<file path="src/rtl/lut_array_cfg.sv">
// Array of NUM_LUTS K-input LUTs whose truth tables are loaded over one shared
// valid/ready configuration stream; outputs stay at 0 until a full load completes.
module lut_array_cfg #(
   parameter int K        = 6,
   parameter int NUM_LUTS = 8,
   parameter int CFG_W    = 8,
   parameter int REG_OUT  = 0
) (
   input  logic                  clk,
   input  logic                  reset,
   input  logic                  cfg_start,
   input  logic                  cfg_valid,
   input  logic [CFG_W-1:0]      cfg_data,
   output logic                  cfg_ready,
   output logic                  cfg_busy,
   output logic                  cfg_done,
   input  logic [NUM_LUTS*K-1:0] lut_in,
   output logic [NUM_LUTS-1:0]   lut_out
);

   localparam int DEPTH = 1 << K;
   localparam int LW    = (NUM_LUTS > 1) ? $clog2(NUM_LUTS) : 1;

   // With CFG_W == 2^K the step truncates to 0, so every beat wraps bit_ptr.
   localparam logic [K:0]    STEP_W   = (K+1)'(CFG_W);
   localparam logic [K-1:0]  STEP     = STEP_W[K-1:0];
   localparam logic [K-1:0]  LAST_BIT = K'(DEPTH - CFG_W);
   localparam logic [LW-1:0] LAST_LUT = LW'(NUM_LUTS - 1);

   typedef enum logic [1:0] {IDLE, LOAD, DONE} state_t;

   state_t          state, state_next;
   logic [K-1:0]    bit_ptr, bit_ptr_next;
   logic [LW-1:0]   lut_ptr, lut_ptr_next;
   logic            beat;
   logic [NUM_LUTS-1:0] rd;

   assign cfg_ready = (state == LOAD);
   assign cfg_busy  = (state == LOAD);
   assign cfg_done  = (state == DONE);

   // A beat coinciding with a restart is dropped, not written or counted.
   assign beat = (state == LOAD) && cfg_valid && !cfg_start;

   always_ff @(posedge clk or posedge reset) begin
      if (reset) begin
         state   <= IDLE;
         bit_ptr <= '0;
         lut_ptr <= '0;
      end else begin
         state   <= state_next;
         bit_ptr <= bit_ptr_next;
         lut_ptr <= lut_ptr_next;
      end
   end

   always_comb begin
      state_next   = state;
      bit_ptr_next = bit_ptr;
      lut_ptr_next = lut_ptr;
      if (cfg_start) begin
         state_next   = LOAD;
         bit_ptr_next = '0;
         lut_ptr_next = '0;
      end else if (beat) begin
         bit_ptr_next = bit_ptr + STEP;
         if (bit_ptr == LAST_BIT) begin
            if (lut_ptr == LAST_LUT) begin
               lut_ptr_next = '0;
               state_next   = DONE;
            end else begin
               lut_ptr_next = lut_ptr + LW'(1);
            end
         end
      end
   end

   genvar gi;
   generate
      for (gi = 0; gi < NUM_LUTS; gi++) begin : g_lut
         logic [DEPTH-1:0] mem;

         always_ff @(posedge clk or posedge reset) begin
            if (reset) begin
               mem <= '0;
            end else if (beat && (lut_ptr == LW'(gi))) begin
               mem[bit_ptr +: CFG_W] <= cfg_data;
            end
         end

         assign rd[gi] = mem[lut_in[gi*K +: K]];
      end

      if (REG_OUT != 0) begin : g_reg_out
         logic [NUM_LUTS-1:0] out_q;

         always_ff @(posedge clk or posedge reset) begin
            if (reset) begin
               out_q <= '0;
            end else begin
               out_q <= cfg_done ? rd : '0;
            end
         end

         assign lut_out = out_q;
      end else begin : g_comb_out
         assign lut_out = cfg_done ? rd : '0;
      end
   endgenerate

endmodule

</file>
<file path="config.mk">
export PLATFORM = sky130hd
export DESIGN_NAME = lut_array_cfg
export DESIGN_NICKNAME = d
export VERILOG_FILES = /design/src/rtl/lut_array_cfg.sv
export SDC_FILE = /design/constraint.sdc
export NUM_CORES = 1
export LEC_CHECK = 0
export CORE_MARGIN = 2
export CORE_UTILIZATION = 45
export CTS_BUF_LIST = sky130_fd_sc_hd__clkbuf_4 sky130_fd_sc_hd__clkbuf_8 sky130_fd_sc_hd__clkbuf_16
export DETAILED_ROUTE_END_ITERATION = 10
export GPL_TIMING_DRIVEN = 0
export REMOVE_ABC_BUFFERS = 1
export SLEW_MARGIN = 20
export SYNTH_ARGS = -nofsm -noshare
export SYNTH_HDL_FRONTEND = slang
export SYNTH_SLANG_ARGS = --single-unit
export TNS_END_PERCENT = 100
</file>
<file path="constraint.sdc">
create_clock -name clk -period 27.4 [get_ports clk]
set_input_delay 4.11 -clock clk [delete_from_list [all_inputs] [get_ports clk]]
set_output_delay 4.11 -clock clk [all_outputs]
set_load 0.005 [all_outputs]
</file>
==> summary.txt, run 1 <==
==================================================================================================
Sort of element at the start of the critical path                                        input pin
Number of CTS-inserted buffers                                                                  55
Met3 Wirelength                                                                            1.76 mm
Area of the die                                                                          56400 um2
Cell count after synthesis                                                                    1629
PD cells                                                                               61.4 nW/um2
Worst clock skew                                                                         0.0186 ns
Length of the first detailed-routing pass in iterations                                          5
Boundary Pins                                                                                   71
Placement row count                                                                             85
Skew-Pair Late Insertion Delay                                                             0.60 ns
Worst reg2reg path endpoint                                                           g_lut[4].mem[52]$_DFFE_PP0P_
Final design utilization                                                                     0.517
Clock Sinks                                                                                    520
Uppermost routed layer                                                                        met5
Endpoint with the worst hold slack                                                    g_lut[1].mem[31]$_DFFE_PP0P_
Switching power as a share of total power                                                    0.230
Routability-driven placement congestion ratio                                                0.728
FF+latch count, synth                                                                          520
Post-CTS setup buffer count                                                                      0
Part of the power in registers                                                               0.466
Pin count of the biggest net entering global routing                                           103
Wire length per cell                                                                       23.9 um
Max capacitance violation total                                                                  0
Arrival time of the worst setup path                                                       6.97 ns
Highest net fanout along the worst path                                                         16
Most frequent cells in the layout                                                     sky130_fd_sc_hd__dfrtp_1 (520), sky130_fd_sc_hd__mux2_2 (494), sky130_fd_sc_hd__mux4_2 (128), sky130_fd_sc_hd__clkdlybuf4s50_1 (58), sky130_fd_sc_hd__clkbuf_16 (57)
Count of flip-flops with a built-in enable after synthesis                                       0
Area of the core region                                                                  53800 um2
Number of inserted diodes                                                                        0
Main synth FF type                                                                    sky130_fd_sc_hd__dfrtp_1
DRC Markers                                                                                      0
Final hold violation count                                                                       0
Ranking of synthesized cells by area                                                  sky130_fd_sc_hd__dfrtp_1 (53%), sky130_fd_sc_hd__mux2_2 (23%), sky130_fd_sc_hd__mux4_2 (12%)
Reg-to-Reg Start                                                                      bit_ptr[3]$_DFFE_PP0P_
Commonest non-fill, non-tap cell in the layout                                        sky130_fd_sc_hd__dfrtp_1
Relative slew slack                                                                          0.285
Mean instance size in the synthesized netlist                                             15.1 um2
Type of the tightest min-delay check                                                  register to register
Maximum achievable frequency                                                              90.3 MHz
R2R cell count                                                                                   7
Proportion of netlist area held by the largest area contributor                              0.530
Share of power burned in combinational logic                                                 0.072
Worst Slack Setup Final                                                                   16.32 ns
Largest area contributor in the netlist                                               sky130_fd_sc_hd__dfrtp_1
Post-route fraction of the period consumed by the critical path                              0.404
Hold buffer count at CTS                                                                         0
Die X                                                                                       237 um
Total power of the final layout                                                          0.00171 W
CTS root buffer                                                                       sky130_fd_sc_hd__clkbuf_16
Buffers on Ports                                                                                70
Clock transition time at the flip-flop clock pins of the worst setup and hold paths        0.06 ns
Fraction of the yosys area taken by sequential cells                                         0.530
CTS H-tree depth                                                                                 2
Capturing element type of the critical path                                           primary output
Wire length the detailed router placed on met1                                             26.2 mm
Dpl ws                                                                                    16.20 ns
Met2 WL post-DR                                                                            27.8 mm
Total routing resource utilization after global routing                                      0.210
Tightest Pin Transition                                                                    1.07 ns
Share of synthesized flip-flops with an asynchronous set or reset                             1.00
Setup repair after global routing missed its margin                                          false
Via count of the routed design                                                               13813
Number of nets in the finished design                                                         1714
Post-CTS resize count                                                                            0
Overflow left after global routing                                                               0
TritonCTS clock tree                                                                         built
VDD IR-drop max                                                                          0.0439 mV
Power dissipated by switching net loads                                                 0.000392 W
Total half-perimeter wirelength after legalization and detailed placement                  34.1 mm
Syn. warnings                                                                                    0
Number of global-route vias before repair                                                    15377
Cell area after technology mapping                                                       24500 um2
Remaining antenna violation count                                                                0
Min-delay src                                                                         g_lut[1].mem[31]$_DFFE_PP0P_
Hold-critical path depth                                                                         1
Share of cells above drive strength 1                                                        0.489
Clock share of power                                                                         0.462
FILL cells                                                                                    4484
Pint                                                                                     0.00132 W
Post-synthesis to final-layout area growth                                                   13.5%
Number of DRC markers in iteration 0                                                           672
Required time reported for the critical path endpoint                                     23.29 ns
Setup Total Neg Slack                                                                         0 ns
Wire length of the first global-routing pass                                               91.4 mm
Via/cell ratio                                                                                5.79
Final critical delay including setup and external delays                                  11.08 ns
Number of buffers on the longest clock path                                                      3
Type of the worst setup path                                                          input pin to primary output
Outcome                                                                                  completed
Static leakage                                                                             13.1 nW
Sum of routed wire length over all layers                                                  57.1 mm
Vert. Die Dim                                                                               237 um
Initial Utilization                                                                          0.456
Number of antenna violations at the first check in global routing                                2
Cell variety after synth                                                                        55
Slack of the worst reg-to-reg path                                                        24.07 ns
Max-slew violation count                                                                         0
Final number of setup-violating endpoints                                                        0
==================================================================================================
[flip-flops by register name, summed over array words and instances (netlist names)]
register and cells:
g_lut.mem 512, bit_ptr 3, lut_ptr 3, state 2
[worst max-delay path, cell delays in order]
cell and delay [ns]:
sky130_fd_sc_hd__clkdlybuf4s50_1 1.14, sky130_fd_sc_hd__mux4_2 0.60, sky130_fd_sc_hd__mux2i_1 0.23, sky130_fd_sc_hd__a21oi_1 0.12, sky130_fd_sc_hd__a21oi_1 0.19, sky130_fd_sc_hd__o21ai_0 0.11, sky130_fd_sc_hd__clkdlybuf4s50_1 0.46
[per-layer routing]
layer | vias up | GRT usage
met2 | 181 | 0.348
met1 | 7452 | 0.293
met3 | 93 | 0.0290
li1 | 6085 | -
met4 | 2 | 0.0564
met5 | - | 0
[cells by family after synthesis]
| group | after synthesis | synth area share |
|---|---|---|
| multiplexers | 666 | 0.363 |
| AO/OA/AOI/OAI | 84 | 0.0225 |
| AND/OR/NAND/NOR | 208 | 0.0539 |
| adder cells (fa/ha/maj) | 10 | 0.00510 |
| buffers and inverters | 139 | 0.0243 |
| XOR/XNOR | 2 | 0.000714 |
| flip-flops | 520 | 0.530 |
[area by class of cell]
type	instances	area (um2)	area share
clock inverter	23	273	0.00980
clock buffer	78	1680	0.0603
multi-input combinational	970	10900	0.393
tap	696	871	0.0313
inverter	9	41.3	0.00148
sequential	520	13000	0.468
timing repair buffer	88	1020	0.0367
[worst max path at each step]
stage | startpoint | endpoint | slack (ns)
2_1_floorplan | reset | bit_ptr[3]$_DFFE_PP0P_ | 8.76
3_3_place_gp | reset | g_lut[1].mem[33]$_DFFE_PP0P_ | 3.13
3_5_place_dp | lut_in[13] | lut_out[2] | 16.20
4_1_cts | lut_in[13] | lut_out[2] | 16.20
5_1_grt | lut_in[30] | lut_out[5] | 16.13
6_report | lut_in[1] | lut_out[0] | 16.32
[power by group through the flow]
| stage | registers [W] | logic, W | clock network [W] |
|---|---|---|---|
| after floorplan | 0.000807 | 0.0000611 | 0 |
| after global placement | 0.000810 | 0.000118 | 0 |
| after detailed placement | 0.000809 | 0.000125 | 0 |
| after CTS | 0.000795 | 0.000126 | 0.000810 |
| after global routing | 0.000797 | 0.000134 | 0.000842 |
| final | 0.000796 | 0.000123 | 0.000790 |
[cells in the mapped netlist (10+ instances only)]
cell type / n
sky130_fd_sc_hd__nor3b_1: 20
sky130_fd_sc_hd__ha_1: 10
sky130_fd_sc_hd__nor3_1: 22
sky130_fd_sc_hd__clkbuf_1: 74
sky130_fd_sc_hd__nand2_2: 27
sky130_fd_sc_hd__mux4_2: 128
sky130_fd_sc_hd__a21oi_1: 15
sky130_fd_sc_hd__mux2_2: 494
sky130_fd_sc_hd__nor2_1: 20
sky130_fd_sc_hd__buf_2: 39
sky130_fd_sc_hd__nor2_4: 12
sky130_fd_sc_hd__mux2i_1: 29
sky130_fd_sc_hd__nor2_2: 20
sky130_fd_sc_hd__o21ai_0: 21
sky130_fd_sc_hd__mux2_1: 15
sky130_fd_sc_hd__buf_1: 11
sky130_fd_sc_hd__nand2_1: 29
sky130_fd_sc_hd__nand3_1: 13
sky130_fd_sc_hd__nand2b_1: 11
sky130_fd_sc_hd__dfrtp_1: 520
[through the flow]
step	instances	hold slack, ns	instance area (um2)
floorplan	1499	0.459	24000
global placement	2265	0.468	25500
detailed placement	2283	0.480	25900
CTS	2384	0.494	27800
global route	2384	0.499	27800
finish	2384	0.490	27800
Note: power is estimated with default switching activity, not from simulation.
==> run 2, diff against run 1 <==
clock period = 11.3 ns   (was 27.4 ns; I/O delays follow)
==> results of run 2 <==
The final DEF is identical to that of run 1. Status: completed.
Among the figures that moved: setup slack after placement 16.20 ns -> 4.93 ns; setup slack after layout 16.32 ns -> 5.05 ns; register-to-register setup slack 24.07 ns -> 7.97 ns; total power 0.00171 W -> 0.00414 W; worst IR drop on VDD 0.0439 mV -> 0.106 mV
==> run 3, diff against run 2 <==
clock period = 6.4 ns   (was 11.3 ns; I/O delays follow)
==> results of run 3 <==
The final DEF is identical to that of run 1. Status: completed.
Among the figures that moved: setup slack after placement 16.20 ns -> 1.50 ns; setup slack after layout 16.32 ns -> 1.62 ns; register-to-register setup slack 24.07 ns -> 3.07 ns; total power 0.00171 W -> 0.00731 W; worst IR drop on VDD 0.0439 mV -> 0.188 mV
